File: src/rtl/mb_maths_pkg.sv
// Package shared by the mb_maths pipeline files.
//
// Contents:
//   mbMode_e      operation select carried with each sample
//                 (MB_ADD = x+y, MB_SUB = x-y)
//   MB_MAX_W      widest intermediate the range helper can evaluate
//   mbSumWidth    width of the exact add/subtract result
//   mbProdWidth   width of the exact product
//   mbInRange     narrowing helper: does a shifted product fit in w signed bits
package mb_maths_pkg;

  typedef enum logic {
    MB_ADD = 1'b0,
    MB_SUB = 1'b1
  } mbMode_e;

  localparam int MB_MAX_W = 64;

  // One guard bit keeps x +/- y exact.
  function automatic int mbSumWidth(input int w);
    return w + 1;
  endfunction

  // The product of a (w+1)-bit and an mw-bit signed value needs w+1+mw bits.
  function automatic int mbProdWidth(input int w, input int mw);
    return w + 1 + mw;
  endfunction

  // Only the bound on the value's own side can be violated, so the sign
  // selects which single limit is checked.
  function automatic logic mbInRange(input logic signed [MB_MAX_W-1:0] val,
                                     input int w,
                                     input logic isNeg);
    logic signed [MB_MAX_W-1:0] lim;
    if (isNeg) begin
      lim = -(64'sd1 <<< (w - 1));
      return val >= lim;
    end else begin
      lim = (64'sd1 <<< (w - 1)) - 64'sd1;
      return val <= lim;
    end
  endfunction

endpackage

File: src/rtl/mb_maths_pipe_stage.sv
// One elastic valid/ready register slice of the mb_maths pipeline.
//
// Ports:
//   clock       rising-edge clock
//   reset       synchronous active-high reset, clears valid and data
//   inValid_i   upstream has data
//   inData_i    upstream data, DW bits
//   inReady_o   slice accepts data this cycle
//   outValid_o  slice holds data
//   outData_o   held data, stable until taken
//   outReady_i  downstream takes the held data this cycle
module mb_pipe_stage
  import mb_maths_pkg::*;
#(
  parameter int DW = 8
) (
  input  logic          clock,
  input  logic          reset,
  input  logic          inValid_i,
  input  logic [DW-1:0] inData_i,
  output logic          inReady_o,
  output logic          outValid_o,
  output logic [DW-1:0] outData_o,
  input  logic          outReady_i
);

  logic          valid_q;
  logic          valid_d;
  logic [DW-1:0] data_q;
  logic [DW-1:0] data_d;
  logic          load;

  // The slice can take new data when it is empty or when its current
  // content leaves this same cycle, so a full pipe still streams at one
  // item per cycle and empty slots (bubbles) are filled immediately.
  assign inReady_o  = !valid_q | outReady_i;
  assign load       = inValid_i & inReady_o;
  assign outValid_o = valid_q;
  assign outData_o  = data_q;

  // Next-state: load wins over drain; data only changes on a load, which
  // keeps the output stable while the consumer is stalling.
  always_comb begin
    valid_d = valid_q;
    data_d  = data_q;
    if (load) begin
      valid_d = 1'b1;
      data_d  = inData_i;
    end else if (outReady_i) begin
      valid_d = 1'b0;
    end
  end

  // State register with synchronous reset discarding any held item.
  always_ff @(posedge clock) begin
    if (reset) begin
      valid_q <= 1'b0;
      data_q  <= '0;
    end else begin
      valid_q <= valid_d;
      data_q  <= data_d;
    end
  end

endmodule

File: src/rtl/mb_maths_pipe.sv
// Elastic 3-stage signed maths pipeline:
//   v = ((x +/- y) * M_VAL) >>> SHIFT, narrowed to W bits.
//
// Ports:
//   clock      rising-edge clock
//   reset      synchronous active-high reset
//   x, y       signed W-bit operands
//   mode       0 = x+y, 1 = x-y (sampled with x/y)
//   in_valid   operands valid          in_ready   pipe accepts operands
//   v          signed W-bit result     ovf        result did not fit W bits
//   out_valid  v/ovf valid             out_ready  consumer takes result
//   busy       some stage holds an item
//
// Build option: define MB_MATHS_SAT_EN to clamp out-of-range results to the
// W-bit signed limits; otherwise they wrap (two's complement). ovf flags
// either case.
module mb_maths_pipe
  import mb_maths_pkg::*;
#(
  parameter int W     = 16,
  parameter int M_VAL = 10,
  parameter int MW    = 8,
  parameter int SHIFT = 0
) (
  input  logic         clock,
  input  logic         reset,
  input  logic [W-1:0] x,
  input  logic [W-1:0] y,
  input  logic         mode,
  input  logic         in_valid,
  output logic         in_ready,
  output logic [W-1:0] v,
  output logic         ovf,
  output logic         out_valid,
  input  logic         out_ready,
  output logic         busy
);

  localparam int SW = mbSumWidth(W);
  localparam int PW = mbProdWidth(W, MW);
  localparam logic [MW-1:0] M_BITS = MW'(M_VAL);

  // Reject parameter sets the datapath cannot represent.
  if (W < 4 || PW >= MB_MAX_W) begin : gBadWidth
    $error("mb_maths_pipe: W out of supported range");
  end
  if (M_VAL > ((1 <<< (MW - 1)) - 1) || M_VAL < -(1 <<< (MW - 1))) begin : gBadMul
    $error("mb_maths_pipe: M_VAL does not fit in MW signed bits");
  end
  if (SHIFT < 0 || SHIFT > W) begin : gBadShift
    $error("mb_maths_pipe: SHIFT must be within 0..W");
  end

  // Stage 1: add/subtract. Subtraction is x + ~y + 1; the +1 travels as a
  // carry bit alongside the partial sum and is folded in at stage 2, so the
  // stage-1 adder never needs a carry-in and the sum is still exact.
  logic [SW-1:0] xExt;
  logic [SW-1:0] yExt;
  logic [SW-1:0] partialD;
  logic          isSub;
  logic [SW:0]   s1Out;
  logic          s1Valid;
  logic          s2Ready;

  assign xExt     = {x[W-1], x};
  assign yExt     = {y[W-1], y};
  assign isSub    = (mbMode_e'(mode) == MB_SUB);
  assign partialD = xExt + (isSub ? ~yExt : yExt);

  mb_pipe_stage #(.DW(SW + 1)) uStage1 (
    .clock      (clock),
    .reset      (reset),
    .inValid_i  (in_valid),
    .inData_i   ({isSub, partialD}),
    .inReady_o  (in_ready),
    .outValid_o (s1Valid),
    .outData_o  (s1Out),
    .outReady_i (s2Ready)
  );

  // Stage 2: exact product. Both operands are sign-extended to the product
  // width so the low PW bits of the multiply are the signed result; the
  // product sign rides along to steer clamping in stage 3.
  logic [SW-1:0] sumFull;
  logic [PW-1:0] sumExt;
  logic [PW-1:0] mulExt;
  logic [PW-1:0] prodD;
  logic [PW:0]   s2Out;
  logic          s2Valid;
  logic          s3Ready;

  assign sumFull = s1Out[SW-1:0] + {{(SW-1){1'b0}}, s1Out[SW]};
  assign sumExt  = {{MW{sumFull[SW-1]}}, sumFull};
  assign mulExt  = {{SW{M_BITS[MW-1]}}, M_BITS};
  assign prodD   = sumExt * mulExt;

  mb_pipe_stage #(.DW(PW + 1)) uStage2 (
    .clock      (clock),
    .reset      (reset),
    .inValid_i  (s1Valid),
    .inData_i   ({prodD[PW-1], prodD}),
    .inReady_o  (s2Ready),
    .outValid_o (s2Valid),
    .outData_o  (s2Out),
    .outReady_i (s3Ready)
  );

  // Stage 3: arithmetic shift, then narrow to W bits with overflow flag.
  logic signed [PW-1:0] sh;
  logic                 shNeg;
  logic                 fits;
  logic [W-1:0]         vNarrow;
  logic [W:0]           s3Out;

  assign sh    = $signed(s2Out[PW-1:0]) >>> SHIFT;
  assign shNeg = s2Out[PW];
  assign fits  = mbInRange(longint'(sh), W, shNeg);

`ifdef MB_MATHS_SAT_EN
  localparam logic [W-1:0] V_MAX = {1'b0, {(W-1){1'b1}}};
  localparam logic [W-1:0] V_MIN = {1'b1, {(W-1){1'b0}}};
  assign vNarrow = fits ? sh[W-1:0] : (shNeg ? V_MIN : V_MAX);
`else
  assign vNarrow = sh[W-1:0];
`endif

  mb_pipe_stage #(.DW(W + 1)) uStage3 (
    .clock      (clock),
    .reset      (reset),
    .inValid_i  (s2Valid),
    .inData_i   ({!fits, vNarrow}),
    .inReady_o  (s3Ready),
    .outValid_o (out_valid),
    .outData_o  (s3Out),
    .outReady_i (out_ready)
  );

  assign v    = s3Out[W-1:0];
  assign ovf  = s3Out[W];
  assign busy = s1Valid | s2Valid | out_valid;

endmodule
File: config.mk
export PLATFORM = sky130hd
export DESIGN_NAME = mb_maths_pipe
export DESIGN_NICKNAME = d
export VERILOG_FILES = /design/src/rtl/mb_maths_pkg.sv /design/src/rtl/mb_maths_pipe_stage.sv /design/src/rtl/mb_maths_pipe.sv
export SDC_FILE = /design/constraint.sdc
export NUM_CORES = 1
export LEC_CHECK = 0
export CORE_MARGIN = 8
export CORE_UTILIZATION = 45
export CTS_BUF_LIST = sky130_fd_sc_hd__clkbuf_4
export CTS_CLUSTER_DIAMETER = 30
export CTS_CLUSTER_SIZE = 28
export DETAILED_ROUTE_END_ITERATION = 16
export PLACE_DENSITY_LB_ADDON = 0.2
export SLEW_MARGIN = 20
export SYNTH_ARGS = -nofsm -noshare
export SYNTH_HDL_FRONTEND = slang
export SYNTH_SLANG_ARGS = --single-unit
File: constraint.sdc
create_clock -name clock -period 4.1 [get_ports clock]
set_clock_uncertainty 0.2 [all_clocks]
set_input_delay 0.82 -clock clock [delete_from_list [all_inputs] [get_ports clock]]
set_output_delay 0.82 -clock clock [all_outputs]
set_load 0.005 [all_outputs]
======== Word-level counts from Yosys, hierarchy flattened ========
Cells that the tools add are included.
word-level totals
  register bits after elaboration ......... 61
  latch bits .............................. 0
  RAM bits ................................ 0
  bits in read-only memories .............. 0
  bits of input ports ..................... 37
  output and inout port bits .............. 20
  logic and storage cells ................. 35
  memories ................................ 0
cells by class
  $add $sub $neg .......................... 2
  multipliers ............................. 1
  div/mod/pow operators ................... 0
  order comparisons ....................... 2
  equality and inequality tests ........... 0
  shift operators ......................... 0
  multiplexer cells ....................... 8
  bitwise operators ....................... 9
  reduce and logical (&&, ||, !) cells .... 7
operators with widths
  cell                                                                                   number
  25-bit by 16-bit greater-or-equal comparator with 1-bit output, second input constant  1
  25-bit by 16-bit <= comparator with 1-bit output, second input constant                1
  25-bit by 3-bit multiplier with 24-bit output, second input constant                   1
  17-bit by 1-bit adder with 17-bit output                                               1
  17-bit adder                                                                           1
  17-bit 2-to-1 mux                                                                      1
  17-bit inverter                                                                        1
  1-bit 2-to-1 mux                                                                       7
  2-bit nonzero test                                                                     3
  1-bit OR                                                                               5
  1-bit zero test                                                                        4
  1-bit AND                                                                              3

======== Longest topological paths before layout ========
Gate-level depths: netlist (run 1).
  depth in word-level cells ............... 6
  depth in mapped cells ................... 15
  gate-level depth less buffers ........... 15

======== By module ========
A second synthesis (run 1) with hierarchy kept.
second synthesis, totals
  cell total of the unflattened synthesis .. 579
  area, all modules ....................... 5286.3 µm²
by module, submodules not included
  module                   times used  cells each  area an instance (µm²)  sequential area each (µm²)
  mb_maths_pipe            1           288         2197.1                  0.0
  mb_pipe_stage (uStage2)  1           123         1263.7                  540.5
  mb_pipe_stage (uStage1)  1           86          991.0                   380.4
  mb_pipe_stage (uStage3)  1           82          834.6                   360.3

======== Worst setup path after synthesis (run 1) ========
Ideal clock, no wire load.
  path kind ............................... input port to flip-flop
  start point ............................. input port mode
  end point ............................... register uStage1.data_q[11], in the netlist uStage1.outData_o[11]
  arrival ................................. 3.330 ns
  setup slack ............................. 0.453 ns
  cell stages on the path ................. 11
  buffers on the path ..................... 2
  cells stage by stage .................... clkbuf_1 clkbuf_1 xor2_1 ha_1 o21ai_0 o21ai_1 a21o_1 a41o_1 o31ai_1 xnor2_1 a22o_1
on the way
  longest elaborated chain between the ends .. 2
ends and longest elaborated chain
  item                  RTL line                   text
  from (decl)           mb_maths_pipe.sv:29        input logic mode,
  17-bit 2-to-1 mux     mb_maths_pipe.sv:68        assign partialD = xExt + (isSub ? ~yExt : yExt);
  17-bit adder          mb_maths_pipe.sv:68
  to (signal assigned)  mb_maths_pipe_stage.sv:61  data_q <= data_d;
  to (decl)             mb_maths_pipe_stage.sv:29  logic [DW-1:0] data_q;
No other way between the ends.
A chain may end at the register's enable or synchronous reset.

======== Worst setup path in the final report (run 1) ========
  start point ............................. register uStage1.data_q[17], in the netlist uStage1.outData_o[17]
  end point ............................... register uStage2.data_q[21], in the netlist uStage2.outData_o[21]
on the way
  longest elaborated chain between the ends .. 2
ends and longest elaborated chain
  item                                           RTL line                   text
  17-bit by 1-bit adder with 17-bit output       mb_maths_pipe.sv:92        assign sumFull = s1Out[SW-1:0] + {{(SW-1){1'b0}}, s1Out[SW]};
  25-bit by 3-bit multiplier with 24-bit output  mb_maths_pipe.sv:95        assign prodD = sumExt * mulExt;
  to (signal assigned)                           mb_maths_pipe_stage.sv:61
  to (decl)                                      mb_maths_pipe_stage.sv:29
No other way between the ends.

==> impl_table.tex, run 1 <==
\begin{tabular}{lr}
\hline
Metric & Value \\
\hline
\multicolumn{2}{l}{\textbf{Outcome}} \\
Run status & complete, no violations \\
\multicolumn{2}{l}{\textbf{Floorplanning}} \\
Standard-cell rows & 36 \\
Starting density of the core & 0.4552 \\
Die height & 114.7 microns \\
Io pins & 57 \\
Die footprint & 13170 sq um \\
Overall die width & 114.7 microns \\
Area of the core & 9639 sq um \\
\multicolumn{2}{l}{\textbf{Worst setup path}} \\
Worst-path fanout max & 7 \\
Endpoint type of the worst setup path & flop \\
Largest stage delay, worst path & 380 ps \\
Crit path kind & flop to flop \\
Required arrival time at the worst endpoint & 4210 ps \\
Element type at the critical path start & flop \\
Cell-by-cell trace of the critical path & ha\_1 > ha\_1 > nand4\_1 > nor4\_4 > xnor2\_2 > inv\_1 > ha\_1 > ha\_1 > nand2\_1 > or2\_2 > o31ai\_1 > o21bai\_2 > o21ai\_0 > a221o\_1 \\
WP data arrival & 3920 ps \\
Master of the slowest instance on the critical path & sky130\_fd\_sc\_hd\_\_dfxtp\_1 \\
CP most frequent cell & sky130\_fd\_sc\_hd\_\_ha\_1 \\
\multicolumn{2}{l}{\textbf{Placement}} \\
Final Wtd Congestion & 0.8972 \\
Count of port buffers added during placement & 55 \\
Placed wire-length estimate & 7491 microns \\
Cell area after placement & 5064 sq um \\
Number of placed cells counting well taps & 729 \\
\multicolumn{2}{l}{\textbf{Cells and area}} \\
Fraction of final layout cells sized beyond drive strength 1 & 0.05882 \\
Antenna diodes & 0 \\
Layout Cell Area excl Fill & 5255 sq um \\
Total number of nets in the final design & 693 \\
Layout overhead on the synthesized area & 19.76\% \\
Number of inserted filler cells in the final layout & 957 \\
Number of standard cells in the final layout excluding fillers & 745 \\
Share of the core filled with cells in the final layout & 0.5452 \\
\multicolumn{2}{l}{\textbf{Clock network}} \\
Number of clock sinks & 61 \\
CTS Buffer Depth & 2 \\
Post-CTS Setup Repair Bufs & 0 \\
Clock slew at the register clock pins of the worst setup and hold paths & 110 ps \\
TritonCTS buffer count & 9 \\
CTS tree & done \\
\# hold bufs at CTS & 0 \\
Clk root buf & sky130\_fd\_sc\_hd\_\_clkbuf\_4 \\
Latest clock arrival within the worst-skew pair & 410 ps \\
H-tree level count & 3 \\
\multicolumn{2}{l}{\textbf{Route}} \\
Total length of routed wires & 9362 microns \\
Post-DRT Antenna Nets & 0 \\
Vias per Instance & 5.212 \\
Detailed Route Iter0 Violations & 144 \\
Wire length per cell & 12.57 microns \\
Pre-Repair DR Iteration Count & 5 \\
DRC Markers & 0 \\
Via Count & 3883 \\
\multicolumn{2}{l}{\textbf{Global routing}} \\
Sum of overflow across all layers after global routing & 0 \\
Global-route total usage across every layer & 0.1469 \\
Number of global-route vias before repair & 3691 \\
Wire length of the first global-routing pass & 16170 microns \\
Maximum number of pins on one net before global-route repair & 39 \\
Number of antenna violations at the first check in global routing & 0 \\
\multicolumn{2}{l}{\textbf{Synth}} \\
Post-synth top cells & sky130\_fd\_sc\_hd\_\_nand2\_1, sky130\_fd\_sc\_hd\_\_dfxtp\_1, sky130\_fd\_sc\_hd\_\_a21oi\_1 \\
Cell type contributing the most total cell area after synthesis & sky130\_fd\_sc\_hd\_\_dfxtp\_1 \\
Count of flip-flops with a built-in enable after synthesis & 0 \\
Top cell type's share of synthesized area & 0.2783 \\
Gate count after technology mapping & 557 \\
Net count after synthesis & 643 \\
Distinct cell type count of the synthesized netlist & 57 \\
FFs w/ async S/R, synth & 0 \\
Number of warning messages in the yosys log & 0 \\
Most used standard cell by instance count after synthesis & sky130\_fd\_sc\_hd\_\_nand2\_1 \\
Sequential share of the synthesized area & 0.2783 \\
Primary flip-flop cell chosen by synthesis mapping & sky130\_fd\_sc\_hd\_\_dfxtp\_1 \\
Number of flip-flops and latches in the synthesized netlist & 61 \\
Cell area after synthesis & 4388 sq um \\
Average size of a mapped cell & 7.878 sq um \\
Main area contributors after synthesis & sky130\_fd\_sc\_hd\_\_dfxtp\_1, sky130\_fd\_sc\_hd\_\_ha\_1, sky130\_fd\_sc\_hd\_\_nand2\_1, sky130\_fd\_sc\_hd\_\_a21oi\_1, sky130\_fd\_sc\_hd\_\_xor2\_1 \\
\multicolumn{2}{l}{\textbf{Timing}} \\
Tightest Pin Transition & 611.5 ps \\
Pins over their slew limit & 0 \\
Final count of hold timing violations & 0 \\
Sum of negative setup slack & 0 ps \\
Setup repair after global routing missed its margin & no \\
Max frequency & 0.2621 GHz \\
Number of setup violations in the final report & 0 \\
Period Utilization, post-route & 0.9306 \\
Post-layout min period & 3815 ps \\
Smallest hold slack & 258.0 ps \\
Max-slew headroom & 0.5914 \\
\multicolumn{2}{l}{\textbf{Pwr}} \\
Switching Power & 562.0 uW \\
Leakage power of the design & 0.002283 uW \\
Total internal power & 1137 uW \\
Switching Fraction & 0.3309 \\
Seq pwr share & 0.396 \\
Largest voltage drop on the vdd net & 0.0001377 V \\
Combinational group share of total power & 0.319 \\
Total power per unit cell area & 323.2 nW/um\^{}2 \\
Clock power share & 0.285 \\
\multicolumn{2}{l}{\textbf{Hold path}} \\
Kind of path behind the tightest hold check & flop to flop \\
\multicolumn{2}{l}{\textbf{Job}} \\
Max Cap Violations & 0 \\
\hline
\end{tabular}
-- power groups by stage --
stage | registers (uW) | clock network, uW | logic, uW
2_1_floorplan | 675 | 0 | 414
3_3_place_gp | 684 | 0 | 533
3_5_place_dp | 686 | 0 | 538
4_1_cts | 672 | 501 | 545
5_1_grt | 680 | 522 | 615
6_report | 673 | 484 | 542
-- per-layer routing --
metal | GRT usage | wire length [microns]
met5 | 0 | 0
met4 | 0.05604 | 138
met3 | 0.02679 | 312
met2 | 0.2458 | 4212
met1 | 0.1838 | 4698
-- what timing repair did --
| action | in CTS | in global routing |
|---|---|---|
| setup endpoints to repair | 0 | 2 |
| endpoints found under the hold margin | 0 | 0 |
| resized for setup | 0 | 4 |
-- worst max-delay path: cells and delay by family (launching register included) --
kind                     cells  cell delay (ps)
XOR/XNOR                     1              220
buffers and inverters        1              180
flip-flops                   1              380
adder cells (fa/ha/maj)      4             1080
AND/OR/NAND/NOR              4              960
AO/OA/AOI/OAI                4              690
-- flip-flops by register name, indices dropped and copies added, names as in the netlist --
register,flops
uStage2.outData_o,24
uStage1.outData_o,18
uStage3.outData_o,16
uStage1.outValid_o,1
uStage2.outValid_o,1
uStage3.outValid_o,1
-- placed cells by master, fill, tap and decap left out, drive strengths merged, types with 10 or more instances in the layout --
master,netlist,routed
ha,47,47
xor2,30,30
a211oi,11,11
dfxtp,61,61
o21ai,19,19
a21oi,57,57
a21o,18,18
clkdlybuf4s50,0,54
xnor2,24,24
nand2,104,104
buf,6,10
nand3,17,17
inv,10,11
nor2,34,34
-- layout make-up --
class / count / area (sq um) / share of cell area
Multi-Input combinational cell: 461 / 3052 / 0.5807
Sequential cell: 61 / 1221 / 0.2324
Timing Repair Buffer: 64 / 613.1 / 0.1167
Tap cell: 133 / 166.4 / 0.03167
Clock inverter: 7 / 97.59 / 0.01857
Clock buffer: 9 / 67.56 / 0.01286
Inverter: 10 / 37.54 / 0.007143
-- stage by stage --
| stage | power [uW] | worst slack, ps |
|---|---|---|
| after floorplan | 1089 | 453.5 |
| after global placement | 1216 | 282.2 |
| after detailed placement | 1224 | 139.0 |
| after CTS | 1718 | 107.1 |
| after global routing | 1817 | 11.01 |
| final | 1699 | 284.5 |
-- kinds of logic after synthesis --
kind of cell    Yosys count  share of synthesized area
fa+ha+maj                49                     0.1431
simple gates            208                     0.2173
flops                    61                     0.2783
compound gates          145                     0.2113
mux                       4                   0.009125
other cells               1                  0.0008546
buf+inv                  35                    0.03222
xor+xnor                 54                     0.1078
-- path summary, 6_finish.rpt --
| kind | from | to | slack, ps | cells past startpoint |
|---|---|---|---|---|
| min reg2reg | uStage2.outData_o[7]$_SDFFE_PP0P_ | uStage2.outData_o[7]$_SDFFE_PP0P_ | 260 | 2 |
| min | uStage2.outData_o[7]$_SDFFE_PP0P_ | uStage2.outData_o[7]$_SDFFE_PP0P_ | 260 | 2 |
| max | uStage1.outData_o[17]$_SDFFE_PP0P_ | uStage2.outData_o[21]$_SDFFE_PP0P_ | 280 | 14 |
| max reg2reg | uStage1.outData_o[17]$_SDFFE_PP0P_ | uStage2.outData_o[21]$_SDFFE_PP0P_ | 280 | 14 |
No activity file was read; power rests on OpenSTA's default activity.
==> inputs of run 2 (changes only) <==
--- a/config.mk
+++ b/config.mk
@@ -6,13 +6,14 @@
 export NUM_CORES = 1
 export LEC_CHECK = 0
 export CORE_MARGIN = 8
-export CORE_UTILIZATION = 45
+export CORE_UTILIZATION = 58
 export CTS_BUF_LIST = sky130_fd_sc_hd__clkbuf_4
 export CTS_CLUSTER_DIAMETER = 30
 export CTS_CLUSTER_SIZE = 28
 export DETAILED_ROUTE_END_ITERATION = 16
+export GPL_TIMING_DRIVEN = 0
 export PLACE_DENSITY_LB_ADDON = 0.2
-export SLEW_MARGIN = 20
+export SLEW_MARGIN = 40
 export SYNTH_ARGS = -nofsm -noshare
 export SYNTH_HDL_FRONTEND = slang
 export SYNTH_SLANG_ARGS = --single-unit
==> run 2 against run 1 <==
Against the previous run:
- clock power down 9.7%
- final cell count down 2.6%
- clock-buffer cell count is the same
- flip-flop and latch count unchanged
- core utilization grew 17 points
- sequential share of layout area up 0.12 points
- final area fell by 0.50%
- die area fell by 19%
- non-clock buffer count is 15 higher
- via count rose by 4.2%
- largest power group unchanged
- highest routed layer unchanged
==> impl_table.tex, run 2 (synthesized netlist as in run 1, its figures left out) <==
\begin{tabular}{lr}
\hline
Metric & Value \\
\hline
\multicolumn{2}{l}{\textbf{Outcome}} \\
Run status & complete, no violations \\
\multicolumn{2}{l}{\textbf{Floorplanning}} \\
Die height & 103.0 microns \\
Die footprint & 10600 sq um \\
Overall die width & 103.0 microns \\
Io pins & 57 \\
Area of the core & 7292 sq um \\
Standard-cell rows & 31 \\
Starting density of the core & 0.6018 \\
\multicolumn{2}{l}{\textbf{Worst setup path}} \\
WP data arrival & 3930 ps \\
Crit-path leading delay family & adder cells \\
Master of the slowest instance on the critical path & sky130\_fd\_sc\_hd\_\_dfxtp\_1 \\
Required arrival time at the worst endpoint & 4220 ps \\
Crit path kind & flop to flop \\
Largest stage delay, worst path & 380 ps \\
Endpoint type of the worst setup path & flop \\
Worst-path fanout max & 7 \\
Buffers and inverters on the worst path & 1 \\
CP most frequent cell & sky130\_fd\_sc\_hd\_\_ha\_1 \\
Element type at the critical path start & flop \\
Cell-by-cell trace of the critical path & ha\_1 > ha\_1 > nand4\_1 > nor4\_4 > xnor2\_2 > inv\_2 > ha\_1 > ha\_1 > nand2\_1 > or2\_2 > o31ai\_1 > o21bai\_2 > o21ai\_0 > a221o\_1 \\
\multicolumn{2}{l}{\textbf{Timing}} \\
Post-layout min period & 3817 ps \\
Tightest Pin Transition & 728.8 ps \\
Setup repair after global routing missed its margin & no \\
Sum of negative setup slack & 0 ps \\
Min setup slack post-route & 282.9 ps \\
Period Utilization, post-route & 0.9310 \\
Final count of hold timing violations & 0 \\
Number of setup violations in the final report & 0 \\
Max-slew headroom & 0.5119 \\
Pins over their slew limit & 0 \\
Smallest hold slack & 249.0 ps \\
Max frequency & 0.2620 GHz \\
\multicolumn{2}{l}{\textbf{Cells and area}} \\
Layout overhead on the synthesized area & 19.16\% \\
Area of the multi-input gates & 3060 sq um \\
Fraction of final layout cells sized beyond drive strength 1 & 0.04944 \\
Number of inserted filler cells in the final layout & 618 \\
Leading cell types in the layout, fill and taps excluded & sky130\_fd\_sc\_hd\_\_nand2\_1, sky130\_fd\_sc\_hd\_\_dfxtp\_1, sky130\_fd\_sc\_hd\_\_a21oi\_1, sky130\_fd\_sc\_hd\_\_clkdlybuf4s50\_1, sky130\_fd\_sc\_hd\_\_ha\_1 \\
Total number of nets in the final design & 708 \\
Flip-flop count of the largest register after layout & 24 \\
Antenna diodes & 0 \\
Sequential standard cell area & 1221 sq um \\
Leading cell type in the layout, fill and taps excluded & sky130\_fd\_sc\_hd\_\_nand2\_1 \\
Share of the core filled with cells in the final layout & 0.7171 \\
\multicolumn{2}{l}{\textbf{Route}} \\
Via Count & 4048 \\
Post-DRT Antenna Nets & 0 \\
Vias per Instance & 5.576 \\
Detailed Route Iter0 Violations & 136 \\
Pre-Repair DR Iteration Count & 4 \\
Wire length per cell & 14.12 microns \\
Total length of routed wires & 10250 microns \\
DRC Markers & 0 \\
\multicolumn{2}{l}{\textbf{Clock network}} \\
Clock slew at the register clock pins of the worst setup and hold paths & 130 ps \\
Number of clock sinks & 61 \\
H-tree level count & 3 \\
Clk root buf & sky130\_fd\_sc\_hd\_\_clkbuf\_4 \\
\# hold bufs at CTS & 0 \\
TritonCTS buffer count & 9 \\
CTS tree & done \\
CTS Buffer Depth & 2 \\
Latest clock arrival within the worst-skew pair & 430 ps \\
\multicolumn{2}{l}{\textbf{Global routing}} \\
Number of antenna violations at the first check in global routing & 0 \\
Global-route total usage across every layer & 0.2041 \\
Maximum number of pins on one net before global-route repair & 13 \\
Sum of overflow across all layers after global routing & 0 \\
Number of global-route vias before repair & 4005 \\
Wire length of the first global-routing pass & 17530 microns \\
\multicolumn{2}{l}{\textbf{Placement}} \\
Final Wtd Congestion & 0.8567 \\
Placed wire-length estimate & 8165 microns \\
Setup WS pre-CTS & 9.831 ps \\
Count of port buffers added during placement & 54 \\
\multicolumn{2}{l}{\textbf{Pwr}} \\
Power after layout & 1667 uW \\
Total power per unit cell area & 318.8 nW/um\^{}2 \\
Leakage power of the design & 0.002272 uW \\
Largest voltage drop on the vdd net & 0.0001518 V \\
\multicolumn{2}{l}{\textbf{Job}} \\
Max Cap Violations & 0 \\
\multicolumn{2}{l}{\textbf{Hold path}} \\
Kind of path behind the tightest hold check & flop to flop \\
\hline
\end{tabular}
run 2: tightest hold or removal path, stage by stage, from the launching register on:
cell                      delay, ps
sky130_fd_sc_hd__dfxtp_1        330
sky130_fd_sc_hd__nand2_1         50
sky130_fd_sc_hd__a21oi_1         50
run 2: path summary, 6_finish.rpt:
| check | slack [ps] | to | start | depth (start not counted) |
|---|---|---|---|---|
| setup reg to reg | 280 | uStage2.outData_o[21]$_SDFFE_PP0P_ | uStage1.outData_o[0]$_SDFFE_PP0P_ | 14 |
| setup / recovery | 280 | uStage2.outData_o[21]$_SDFFE_PP0P_ | uStage1.outData_o[0]$_SDFFE_PP0P_ | 14 |
| hold / removal | 250 | uStage3.outData_o[6]$_SDFFE_PP0P_ | uStage2.outData_o[6]$_SDFFE_PP0P_ | 2 |
| hold reg to reg | 250 | uStage3.outData_o[6]$_SDFFE_PP0P_ | uStage2.outData_o[6]$_SDFFE_PP0P_ | 2 |
run 2: repair_timing:
action / CTS / global route
setup endpoints to repair: 0 / 7
resized for setup: 0 / 8
setup buffers: 0 / 0
hold endpoints to repair: 0 / 0
run 2: layer usage:
metal | wire length [microns] | vias to the layer above | GRT usage | part of all wire
li1 | - | 2115 | - | -
met5 | 0 | - | 0 | 0
met3 | 433 | 22 | 0.03106 | 0.042
met1 | 4600 | 1821 | 0.2343 | 0.45
met4 | 193 | 0 | 0.09010 | 0.019
met2 | 5022 | 90 | 0.3643 | 0.49
run 2: layout make-up:
cell class / instances / area share
Sequential cell: 61 / 0.2335
Multi-Input combinational cell: 461 / 0.5853
Clock buffer: 9 / 0.01292
Inverter: 10 / 0.007179
Clock inverter: 7 / 0.01412
Buffer: 25 / 0.01986
Timing Repair Buffer: 54 / 0.1034
Tap cell: 99 / 0.02369
run 2: power by group:
| group | switching, uW | total, uW | internal [uW] |
|---|---|---|---|
| Sequential | 37.7 | 672 | 634 |
| Clock | 249 | 437 | 189 |
| Combinational | 303 | 558 | 256 |
| Total | 589 | 1670 | 1080 |
run 2: through the flow:
stage / instances / instance area, sq um
floorplan: 557 / 4388
global placement: 710 / 5052
detailed placement: 710 / 5052
CTS: 726 / 5194
global route: 726 / 5229
finish: 726 / 5229
